===== src/rtl/game_flow_ctrl.sv =====
// game_flow_ctrl: phase sequencer for the snake game. It issues the movement step and
// commits the player's direction. It also paces steps by tail length and generates the
// datapath restart pulse.
// Latency: update_tick rises one cycle after the frame_start that completes a step period.
// Backpressure: none. All inputs are one-cycle pulses or levels sampled every cycle, and
// nothing is queued.
//
// Ports:
//   vga_clk, reset          clock; asynchronous active-high reset
//   frame_start             one pulse per video frame
//   btn_start, btn_pause    debounced one-cycle button pulses
//   dir_valid, dir_req      direction request strobe and value (0 L, 1 T, 2 R, 3 D)
//   game_over, game_won     collision and win levels from the datapath
//   tail_count              current tail length, used to pick the speed level
//   update_tick             one-cycle step enable to the datapath
//   direction               committed direction
//   logic_reset             synchronous restart to the datapath
//   phase                   0 IDLE, 1 RESTART, 2 PLAY, 3 PAUSE, 4 OVER, 5 WON
//   speed_level             current speed level
module game_flow_ctrl #(
    parameter int BASE_FRAMES     = 8,
    parameter int MIN_FRAMES      = 2,
    parameter int TAILS_PER_LEVEL = 4,
    parameter int TAIL_W          = 6,
    parameter int RESET_CYCLES    = 2
) (
    input  logic              vga_clk,
    input  logic              reset,
    input  logic              frame_start,
    input  logic              btn_start,
    input  logic              btn_pause,
    input  logic              dir_valid,
    input  logic [1:0]        dir_req,
    input  logic              game_over,
    input  logic              game_won,
    input  logic [TAIL_W-1:0] tail_count,
    output logic              update_tick,
    output logic [1:0]        direction,
    output logic              logic_reset,
    output logic [2:0]        phase,
    output logic [3:0]        speed_level
);

    localparam logic [2:0] PH_IDLE    = 3'd0;
    localparam logic [2:0] PH_RESTART = 3'd1;
    localparam logic [2:0] PH_PLAY    = 3'd2;
    localparam logic [2:0] PH_PAUSE   = 3'd3;
    localparam logic [2:0] PH_OVER    = 3'd4;
    localparam logic [2:0] PH_WON     = 3'd5;

    localparam logic [1:0] DIR_RIGHT  = 2'd2;

    localparam int MAX_LEVEL = BASE_FRAMES - MIN_FRAMES;
    localparam int CNT_W     = $clog2(BASE_FRAMES + 1);
    localparam int RST_W     = (RESET_CYCLES > 1) ? $clog2(RESET_CYCLES) : 1;

    logic [2:0]        phase_q,   phase_d;
    logic [1:0]        dir_q,     dir_d;
    logic [1:0]        pend_q,    pend_d;
    logic [CNT_W-1:0]  frm_cnt_q, frm_cnt_d;
    logic [RST_W-1:0]  rst_cnt_q, rst_cnt_d;
    logic              tick_q,    tick_d;
    logic [3:0]        speed_q,   speed_d;

    logic [TAIL_W-1:0] lvl_raw;
    logic [CNT_W-1:0]  period;
    logic [CNT_W:0]    cnt_inc;
    logic              period_done;

    // The speed level saturates so that the step period never drops below MIN_FRAMES.
    assign lvl_raw = tail_count / TAIL_W'(TAILS_PER_LEVEL);
    assign speed_d = (int'(lvl_raw) > MAX_LEVEL) ? 4'(MAX_LEVEL) : 4'(lvl_raw);

    always_comb begin
        if (int'(speed_q) > MAX_LEVEL) begin
            period = CNT_W'(MIN_FRAMES);
        end else begin
            period = CNT_W'(BASE_FRAMES - int'(speed_q));
        end
    end

    // The compare uses >= instead of ==. When the period shrinks below the frame count
    // already reached, the next frame_start still ends the step.
    assign cnt_inc     = {1'b0, frm_cnt_q} + (CNT_W+1)'(1);
    assign period_done = (cnt_inc >= {1'b0, period});

    always_comb begin
        phase_d   = phase_q;
        dir_d     = dir_q;
        pend_d    = pend_q;
        frm_cnt_d = frm_cnt_q;
        rst_cnt_d = rst_cnt_q;
        tick_d    = 1'b0;

        case (phase_q)
            PH_IDLE: begin
                if (btn_start) begin
                    phase_d   = PH_RESTART;
                    rst_cnt_d = '0;
                end
            end

            PH_RESTART: begin
                dir_d     = DIR_RIGHT;
                pend_d    = DIR_RIGHT;
                frm_cnt_d = '0;
                if (rst_cnt_q == RST_W'(RESET_CYCLES - 1)) begin
                    phase_d   = PH_PLAY;
                    rst_cnt_d = '0;
                end else begin
                    rst_cnt_d = rst_cnt_q + RST_W'(1);
                end
            end

            PH_PLAY: begin
                // A reversal is judged against the committed direction, not the pending one.
                if (dir_valid && (dir_req != (dir_q ^ 2'b10))) begin
                    pend_d = dir_req;
                end
                if (game_won) begin
                    phase_d = PH_WON;
                end else if (game_over) begin
                    phase_d = PH_OVER;
                end else if (btn_pause) begin
                    phase_d = PH_PAUSE;
                end else if (frame_start) begin
                    if (period_done) begin
                        frm_cnt_d = '0;
                        tick_d    = 1'b1;
                        // The old pending value is committed together with the tick. A
                        // request arriving now only updates pending for the next step.
                        dir_d     = pend_q;
                    end else begin
                        frm_cnt_d = cnt_inc[CNT_W-1:0];
                    end
                end
            end

            PH_PAUSE: begin
                if (btn_start) begin
                    phase_d   = PH_RESTART;
                    rst_cnt_d = '0;
                end else if (btn_pause) begin
                    phase_d = PH_PLAY;
                end
            end

            PH_OVER, PH_WON: begin
                if (btn_start) begin
                    phase_d   = PH_RESTART;
                    rst_cnt_d = '0;
                end
            end

            default: begin
                phase_d = PH_IDLE;
            end
        endcase
    end

    always_ff @(posedge vga_clk or posedge reset) begin
        if (reset) begin
            phase_q   <= PH_IDLE;
            dir_q     <= DIR_RIGHT;
            pend_q    <= DIR_RIGHT;
            frm_cnt_q <= '0;
            rst_cnt_q <= '0;
            tick_q    <= 1'b0;
            speed_q   <= 4'd0;
        end else begin
            phase_q   <= phase_d;
            dir_q     <= dir_d;
            pend_q    <= pend_d;
            frm_cnt_q <= frm_cnt_d;
            rst_cnt_q <= rst_cnt_d;
            tick_q    <= tick_d;
            speed_q   <= speed_d;
        end
    end

    assign update_tick = tick_q;
    assign direction   = dir_q;
    // This output is decoded from the registered phase, so it drops on the first PLAY
    // cycle and falls immediately when reset is asserted.
    assign logic_reset = (phase_q == PH_RESTART);
    assign phase       = phase_q;
    assign speed_level = speed_q;

endmodule


===== config.mk =====
export PLATFORM = sky130hd
export DESIGN_NAME = game_flow_ctrl
export DESIGN_NICKNAME = d
export VERILOG_FILES = /design/src/rtl/game_flow_ctrl.sv
export SDC_FILE = /design/constraint.sdc
export NUM_CORES = 1
export LEC_CHECK = 0
export CORE_MARGIN = 2
export CORE_UTILIZATION = 40
export DETAILED_ROUTE_END_ITERATION = 10
export PLACE_DENSITY = 0.78
export REMOVE_ABC_BUFFERS = 1
export SETUP_SLACK_MARGIN = 0.5
export SYNTH_ARGS = -nofsm -noshare
export SYNTH_HDL_FRONTEND = slang
export SYNTH_SLANG_ARGS = --single-unit

===== constraint.sdc =====
create_clock -name vga_clk -period 3.3 [get_ports vga_clk]
set_input_delay 0.33 -clock vga_clk [delete_from_list [all_inputs] [get_ports vga_clk]]
set_output_delay 0.33 -clock vga_clk [all_outputs]
set_load 0.005 [all_outputs]

## Yosys cells after proc, flatten, opt, wreduce, memory -nomap -nowiden

Cells that the tools add are included.

| operators by class | value |
|---|---|
| bitwise gates (word level) | 1 |
| reductions and logical operators | 11 |
| $lt $le $gt $ge | 3 |
| equal/unequal tests | 17 |
| add/subtract/negate cells | 3 |
| multiplexer cells | 33 |

Operator list:

| kind | number |
|---|---|
| 4-bit two-way mux | 7 |
| 3-bit two-way mux | 7 |
| 2-bit two-way mux | 6 |
| 2-bit != test, second input constant | 6 |
| 3-bit one-hot mux with 4 select lines | 1 |
| 4-bit by 3-bit > comparator with 1-bit output, second input constant | 2 |
| 1-bit two-way mux | 8 |
| 2-bit one-hot mux with 2 select lines | 2 |
| 4-bit one-hot mux with 2 select lines | 1 |
| 3-bit by 2-bit equality test with 1-bit output, second input constant | 2 |
| 3-bit equality test, second input constant | 2 |
| 2-bit by 1-bit != test with 1-bit output, second input constant | 3 |
| 6-bit AND reduction | 1 |
| 4-bit by 1-bit adder with 5-bit output, second input constant | 1 |
| 5-bit by 4-bit greater-or-equal comparator with 1-bit output | 1 |
| 5-bit AND reduction | 1 |
| 4-bit != test, second input constant | 1 |
| 2-bit AND reduction | 2 |
| 4-bit AND reduction | 1 |
| 2-bit nonzero test | 2 |
| 4-bit OR reduction | 1 |
| 4-bit subtractor, first input constant | 1 |
| 3-bit by 1-bit equality test with 1-bit output, second input constant | 1 |
| 3-bit zero test | 1 |
| 7 further kinds | 7 |

| word-level totals | value |
|---|---|
| bits in registers | 17 |
| logic and storage cells | 75 |
| output and inout port bits | 11 |
| input port bits | 16 |

## Longest topological paths before layout

Gate-level depths: netlist of run 1.

| depth | value |
|---|---|
| word-level depth | 9 |
| mapped depth | 11 |
| mapped depth without buffers | 11 |

## Worst setup path after synthesis of run 1

OpenSTA, ideal clock, no wires.

| path | value |
|---|---|
| path kind | register to register |
| from | reg speed_q[0] (netlist: speed_level[0]) |
| to | reg dir_q[0] (netlist: direction[0]) |
| path buffers | 0 |
| stages on the path, launching flop included | 12 |
| arrival time | 2.087 ns |
| path slack | 1.084 ns |
| cell sequence | dfrtp_1 inv_1 ha_1 nand2b_1 nor2_1 nor3_1 ha_1 or3b_1 o2111ai_1 a31oi_4 mux2i_1 o22ai_1 |

| between the ends | value |
|---|---|
| cells in the longest elaborated chain, start to end | 5 |
| elaborated cells between the ends (all ways) | 6 |
| those cells by class | 1 x add/sub; 2 x order compare; 1 x eq/ne; 1 x mux; 1 x reduce/logical |

Ends and longest elaborated chain:

| element | line | source |
|---|---|---|
| from (decl) | 63 | `logic [3:0] speed_q, speed_d;` |
| from (signal assigned) | 177 | `speed_q <= speed_d;` |
| 4-bit subtractor or 4-bit by 3-bit > comparator with 1-bit output (tied branches) | 78, 75 |  |
| 4-bit two-way mux (*) | 75 | `if (int'(speed_q) > MAX_LEVEL) begin` |
| 5-bit by 4-bit greater-or-equal comparator with 1-bit output (*) | 85 | `assign period_done = (cnt_inc >= {1'b0, period});` |
| 2-bit != test (no source line) (*) | -- |  |
| 6-bit AND reduction (no source line) (*) | -- |  |
| to (signal assigned) | 172 | `dir_q <= dir_d;` |
| to (decl) | 58 | `logic [1:0] dir_q, dir_d;` |

Mark *: on every way between the ends. The rest lies on a longest branch, timed or not.
A chain may end at the register's enable or synchronous reset.

## Final worst setup path of run 1

Same ends and word-level chain as after synthesis.

==> results of run 1 <==
==> metal layers <==
metal	global-route usage (%)	up-vias	routed length [um]
met5	0	-	0
met4	7.14	0	38
met3	2.09	5	56
met2	25.9	16	1110
met1	17.1	405	909
li1	-	427	-
==> stage by stage <==
step / setup WS, ns / hold WS, ns / power (mW)
detailed placement: 0.839 / 0.464 / 0.598
global route: 0.682 / 0.469 / 0.755
global placement: 0.976 / 0.462 / 0.589
finish: 0.823 / 0.411 / 0.700
CTS: 0.822 / 0.438 / 0.707
floorplan: 1.07 / 0.255 / 0.485
==> layout by cell type, fill, tap and decap left out, drive strengths merged, types with 2 or more instances in the layout <==
cell / netlist / layout
nand2b: 4 / 4
inv: 8 / 8
dfrtp: 15 / 15
a22o: 2 / 2
a21oi: 6 / 6
nand3b: 2 / 2
a31oi: 3 / 3
clkdlybuf4s50: 0 / 24
a211oi: 2 / 2
ha: 7 / 7
nand3: 6 / 6
nor3: 3 / 3
dfstp: 2 / 2
nor2: 8 / 8
nor2b: 2 / 2
o21ai: 3 / 3
mux2: 2 / 2
o211ai: 2 / 2
or2: 2 / 2
nand2: 5 / 5
xnor2: 2 / 2
clkbuf: 0 / 4
==> cells by family after synthesis <==
group,Yosys count
buf+inv,12
simple gates,38
xor+xnor,3
compound gates,24
other cells,1
flops,17
fa+ha+maj,8
mux,3
==> area by class of cell <==
cell class,instances,area (um2),area share [%]
repair buffers,24,240,17.8
inverters,8,30.0,2.23
flip-flops and latches,17,428,31.8
multi-input cells,77,586,43.5
clock buffers,4,26.3,1.95
well taps,30,37.5,2.79
==> power groups by stage <==
stage / clock, mW / combinational [mW] / sequential [mW]
after global routing: 0.124 / 0.320 / 0.312
after global placement: 0 / 0.284 / 0.305
after floorplan: 0 / 0.188 / 0.297
final: 0.108 / 0.288 / 0.305
after CTS: 0.112 / 0.292 / 0.304
after detailed placement: 0 / 0.290 / 0.308
==> sequential cells by signal (all words and copies together), names as in the netlist <==
| signal | count |
|---|---|
| phase | 3 |
| frm_cnt_q | 4 |
| direction | 2 |
| pend_q | 2 |
| update_tick | 1 |
| rst_cnt_q | 1 |
| speed_level | 4 |
==> critical path: cells and delay by family, from the launching register on <==
family / cells / cell delay, ns
compound gates: 3 / 0.48
fa+ha+maj: 2 / 0.47
buf+inv: 1 / 0.09
flops: 1 / 0.38
mux: 1 / 0.19
simple gates: 4 / 0.74
==> worst paths after layout <==
check	startpoint	end	slack, ns	cells after the start
max	speed_level[0]$_DFF_PP0_	direction[0]$_DFFE_PP0P_	0.82	11
min	reset	frm_cnt_q[3]$_DFFE_PP0P_	0.41	2
max reg2reg	speed_level[0]$_DFF_PP0_	direction[0]$_DFFE_PP0P_	0.82	11
min reg2reg	rst_cnt_q$_DFFE_PP0P_	rst_cnt_q$_DFFE_PP0P_	0.47	1
max in group asynchronous	reset	frm_cnt_q[1]$_DFFE_PP0P_	2.49	2
min in group vga_clk	rst_cnt_q$_DFFE_PP0P_	rst_cnt_q$_DFFE_PP0P_	0.47	1
==> metrics.md, run 1 <==
| Metric | Value |
|---|---|
| Layout area overhead | 24.5% |
| Min Tclk post-route | approximately 2.5 ns |
| Synth unique cells | between 40 and 50 |
| Most frequent cell after synthesis | dfrtp_1 |
| Antenna viol nets, final | 0 |
| Sequential share of the synthesized area | approximately 40% |
| Finish-stage setup viols | 0 |
| Area of the die | about 3100 um2 |
| CTS max path bufs | 2 |
| EDFF count, synth | 0 |
| Post-Place Cells | 156 |
| TritonCTS clock tree | done |
| Dominant synthesized flop cell | dfrtp_1 |
| Initial DRC Count | 4 |
| CP Data Required Time | ~3.5 ns |
| # fillers | 241 |
| Die Width | 56.0 um |
| Synthesized area | 1080 um2 |
| Crit Path Max Fanout | 5 |
| P_int | between 0.4 and 0.5 mW |
| CTS Hold Bufs | 0 |
| CP max stage delay | around 0.38 ns |
| Post-Route Utilization | between 50% and 60% |
| Switch share | about a third |
| Final Skew | about 0.0027 ns |
| HP Class | in2async |
| # Max-Cap Violations | 0 |
| Number of global-route vias before repair | 868 |
| Cells after Synth | between 100 and 150 |
| ANT cells | 0 |
| Post-Synth Adder-Cell Area | 9.02% |
| Synth top area cells | dfrtp_1, ha_1, dfstp_2 |
| Slew Viols, Final | 0 |
| Inserted Clock Buffers | 3 |
| Boundary pin count | 27 |
| Endpoints failing hold | 0 |
| Crit path top cell by count | ha_1 |
| Simple-gate share of the synthesized area | a little over a fifth |
| Top-area cell type share of the netlist area | a little over a third |
| Dpl cell area | 1320 um2 |
| Period utilization | about 75% |
| DRT Wirelength | approximately 2100 um |
| Worst-path cell chain | inv_1, ha_1, nand2b_1, nor2_1, nor3_1, ha_1, or3b_1, o2111ai_1, a31oi_4, mux2i_1, o22ai_1 |
| LEAKAGE | 0.580 nW |
| PortBufs | 24 |
| Worst VDD drop | around 360 uV |
| Clock slew at reported path FFs | around 0.090 ns |
| Final Instance Count excl. Fillers | 160 |
| Initial antenna violation count | 0 |
| Avg Synthesized Cell Area | around 10 um2 |
| Detailed-route wire length per cell | ~13 um |
| Post-synth ARST share | 100% |
| Area leader, netlist | dfrtp_1 |
| RSZ-0062 raised after global routing | no |
| Largest net degree at the start of global routing | 18 |
| Initial Util | 42.9% |
| Global Route Usage Sum | 14.6% |
| Actual slew at the worst max-slew pin | approximately 0.62 ns |
| Crit path DAT | roughly 2.6 ns |
| Mux cell area share after synthesis | 3.35% |
| Num rows | 18 |
| Via count | between 800 and 900 |
| Post_cts resized | 0 |
| Placer congestion estimate | between 0.8 and 0.9 |
| Post-CTS setup buffers | 0 |
| Compound-gate portion of the synthesized area | between 10% and 20% |
| Max Fclk | 0.404 GHz |
| Most frequent cells after synthesis | dfrtp_1, inv_1, nor2_1, ha_1, a21oi_1 |
| Setup total negative slack | 0 ns |
| Total gr overflow | 0 |
| Clock power frac | 15.5% |
| Detailed Routing Iterations Pass 1 | 2 |
| Yosys warning total | 0 |
| CTS H-tree lvls | 1 |
| Share of cells above drive strength 1 | 13.1% |
| Root Buffer Master | clkbuf_4 |
| Clock Latency Late Sink | 0.29 ns |
| Post-synthesis xor/xnor area fraction | around 2.4% |
| Nets | between 150 and 200 |
| Slowest CP cell | dfrtp_1 |
| Comb pwr share | about two fifths |
| Drt drc | 0 |
| Area of the core | 2520 um2 |
| Normalized max-slew margin | about three fifths |
| Yosys reg bits | 17 |
| Die H | between 50 and 60 um |
| Crit start category | flip-flop |
| Largest family of logic cells by synthesized area | simple AND/OR/NAND/NOR gates |
| CP Capture Type | flip-flop |
| Reg power frac | 43.5% |
| Hpwl dp | ~1700 um |
| Global-route wire length before repair | around 3700 um |
| Status | finished clean |
| Sw Pwr | 0.245 mW |
| Clk sink count | 17 |
| Final instance area | ~1300 um2 |
| Drt via density | approximately 5.3 |
| Pwr dens | around 520 nW/um2 |
| Type of the worst setup path | reg2reg |
Note: power is estimated with default switching activity, not from simulation.
==> run 2: changes to the inputs <==
==> constraint.sdc (replaced) <==
create_clock -name vga_clk -period 2.41 [get_ports vga_clk]
set_input_delay 0.241 -clock vga_clk [delete_from_list [all_inputs] [get_ports vga_clk]]
set_output_delay 0.241 -clock vga_clk [all_outputs]
set_load 0.005 [all_outputs]
==> run 2 against run 1 <==
Sequential power grew 32%. Combinational power grew 76%. Highest routed layer unchanged. Core utilization grew 6.5 points.
==> metrics.md, run 2 (synthesized netlist as in run 1, its figures left out) <==
| Metric | Value |
|---|---|
| Boundary pin count | 27 (unchanged) |
| Actual slew at the worst max-slew pin | 0.634 ns (+0.0168 ns) |
| Sw Pwr | 0.367 mW (+50%) |
| # fillers | 215 (-11%) |
| DRT Wirelength | 2420 um (+14%) |
| Period utilization | 91.5% (+16 points) |
| Max Fclk | 0.454 GHz (+12%) |
| Slew Viols, Final | 0 (unchanged) |
| Largest net degree at the start of global routing | 18 (unchanged) |
| CP max stage delay | 0.41 ns (+0.03 ns) |
| Initial DRC Count | 20 (+16) |
| Global-route wire length before repair | 3860 um (+4.5%) |
| Nets | 164 (+6.5%) |
| Final Skew | 0.000876 ns (-0.00182 ns) |
| ANT cells | 0 (unchanged) |
| Via count | 926 (+8.6%) |
| Root Buffer Master | clkbuf_4 |
| Num rows | 18 (unchanged) |
| Drt via density | 5.45 (+2.2%) |
| Slowest CP cell | dfrtp_1 |
| Finish-stage setup viols | 0 (unchanged) |
| Die H | 56.0 um (unchanged) |
| Worst-path cell chain | ha_2, nand2b_4, nor2_4, nor3_2, ha_1, or3b_4, o2111ai_4, nand3b_1, nor2b_2, mux2_4 |
| Die Width | 56.0 um (unchanged) |
| Share of cells above drive strength 1 | 31.4% (+18 points) |
| CP Data Required Time | 2.64 ns (-0.82 ns) |
| Commonest non-fill, non-tap cell in the layout | clkdlybuf4s50_1 |
| Inserted Clock Buffers | 3 (unchanged) |
| RSZ-0062 raised after global routing | yes |
| Detailed Routing Iterations Pass 1 | 4 (+2) |
| Setup total negative slack | 0 ns (unchanged) |
| Total gr overflow | 0 (unchanged) |
| CTS Hold Bufs | 0 (unchanged) |
| LEAKAGE | 0.642 nW (+11%) |
| Initial Util | 42.9% (unchanged) |
| Fin worst setup slack | 0.205 ns (-0.618 ns) |
| Worst VDD drop | 500 uV (+40%) |
| Area of the multi-input gates | 664 um2 (+13%) |
| Hpwl dp | 1700 um (-1.6%) |
| Number of global-route vias before repair | 874 (+0.69%) |
| Power Total | 1.06 mW (+51%) |
| Type of the worst setup path | reg2reg |
| Endpoints failing hold | 0 (unchanged) |
| Commonest cells after routing, fill and taps aside | clkdlybuf4s50_1, dfrtp_1, buf_4, nor2_1, inv_1 |
| Placer congestion estimate | 0.814 (about the same) |
| Switch share | 34.7% (-0.32 points) |
| HP Class | in2async |
| Status | finished clean |
| P_int | 0.691 mW (+52%) |
| CTS H-tree lvls | 1 (unchanged) |
| DP Worst Slack | -0.0208 ns (-0.860 ns) |
| # Max-Cap Violations | 0 (unchanged) |
| Min Tclk post-route | 2.20 ns (-0.272 ns) |
| Drt drc | 0 (unchanged) |
| CP Capture Type | flip-flop |
| Layout area overhead | 39.8% |
| Detailed-route wire length per cell | 14.2 um (+7.6%) |
| Comb pwr share | 47.9% (+6.8 points) |
| Normalized max-slew margin | 57.7% (-1.1 points) |
| Crit start category | flip-flop |
| Initial antenna violation count | 0 (unchanged) |
| TritonCTS clock tree | done |
| Area of the core | 2520 um2 (unchanged) |
| Global Route Usage Sum | 15.4% (+0.76 points) |
| Crit path DAT | 2.43 ns (-0.21 ns) |
| Post-Route Utilization | 60.0% (+6.5 points) |
| CTS max path bufs | 2 (unchanged) |
| Area of the die | 3140 um2 (unchanged) |
| Antenna viol nets, final | 0 (unchanged) |
| Clock Latency Late Sink | 0.28 ns (about the same) |
| Crit Path Max Fanout | 3 (-2) |
| Register Area | 432 um2 (+0.88%) |
| Reg power frac | 38.1% (-5.4 points) |
| Clock slew at reported path FFs | 0.09 ns (about the same) |
| PortBufs | 24 (unchanged) |
| Worst hold slack | 0.332 ns (-0.0797 ns) |
| Clock power frac | 14.0% (-1.5 points) |
| Clk sink count | 17 (unchanged) |
| Pwr dens | 700 nW/um2 (+35%) |
[run 2: cell types whose count changed in the layout (fill, tap and decap cells not counted), sizes merged]
cell  previous run  this run
buf              0        10
[run 2: power by group through the flow]
| stage | combinational, mW | clock (mW) | sequential [mW] |
|---|---|---|---|
| floorplan | 0.257 | 0 | 0.406 |
| global placement | 0.389 | 0 | 0.418 |
| detailed placement | 0.395 | 0 | 0.420 |
| CTS | 0.420 | 0.153 | 0.418 |
| global route | 0.555 | 0.170 | 0.411 |
| finish | 0.507 | 0.148 | 0.404 |
[run 2: repair_timing]
item	in CTS	in global routing
endpoints found under the hold margin	0	0
buffers inserted	3	7
gates resized for setup	17	6
endpoints found under the setup margin	8	8
gates cloned	0	0
pin swaps	10	7
[run 2: final timing paths]
check                                    startpoint  slack, ns                  endpoint  cells past startpoint
setup / recovery           speed_level[1]$_DFF_PP0_       0.21  frm_cnt_q[0]$_DFFE_PP0P_                     10
hold / removal                                reset       0.33     rst_cnt_q$_DFFE_PP0P_                      2
setup reg to reg           speed_level[1]$_DFF_PP0_       0.21  frm_cnt_q[0]$_DFFE_PP0P_                     10
hold reg to reg               rst_cnt_q$_DFFE_PP0P_       0.48     rst_cnt_q$_DFFE_PP0P_                      1
max in group asynchronous                     reset       1.63      phase[2]$_DFFE_PP0P_                      2
min in group vga_clk                  tail_count[2]       0.47  speed_level[0]$_DFF_PP0_                      3
[run 2: critical path: cells and delay by family, from the launching register on]
kind                     cells  cell delay [ns]
multiplexers                 1             0.17
AND/OR/NAND/NOR              6             1.02
flip-flops                   1             0.41
adder cells (fa/ha/maj)      2             0.46
AO/OA/AOI/OAI                1             0.09
[run 2: layout make-up]
class	instances	share of cell area, %
Sequential cell	17	28.5
Inverter	8	1.99
Clock buffer	4	1.74
Tap cell	30	2.48
Timing Repair Buffer	34	21.3
Multi-Input combinational cell	77	43.9
[run 2: through the flow]
step                cells  area, um2
finish                170       1510
global route          170       1510
CTS                   163       1450
detailed placement    156       1320
global placement      156       1320
floorplan             102       1040
[run 2: routing by layer]
metal / GRT usage (%) / vias to the layer above / part of all wire (%) / wire, um
met4: 7.14 / 0 / 1.5 / 37
li1: - / 450 / - / -
met5: 0 / - / 0 / 0
met2: 25.7 / 20 / 53 / 1290
met3: 2.79 / 4 / 2.5 / 60
met1: 19.1 / 452 / 43 / 1030
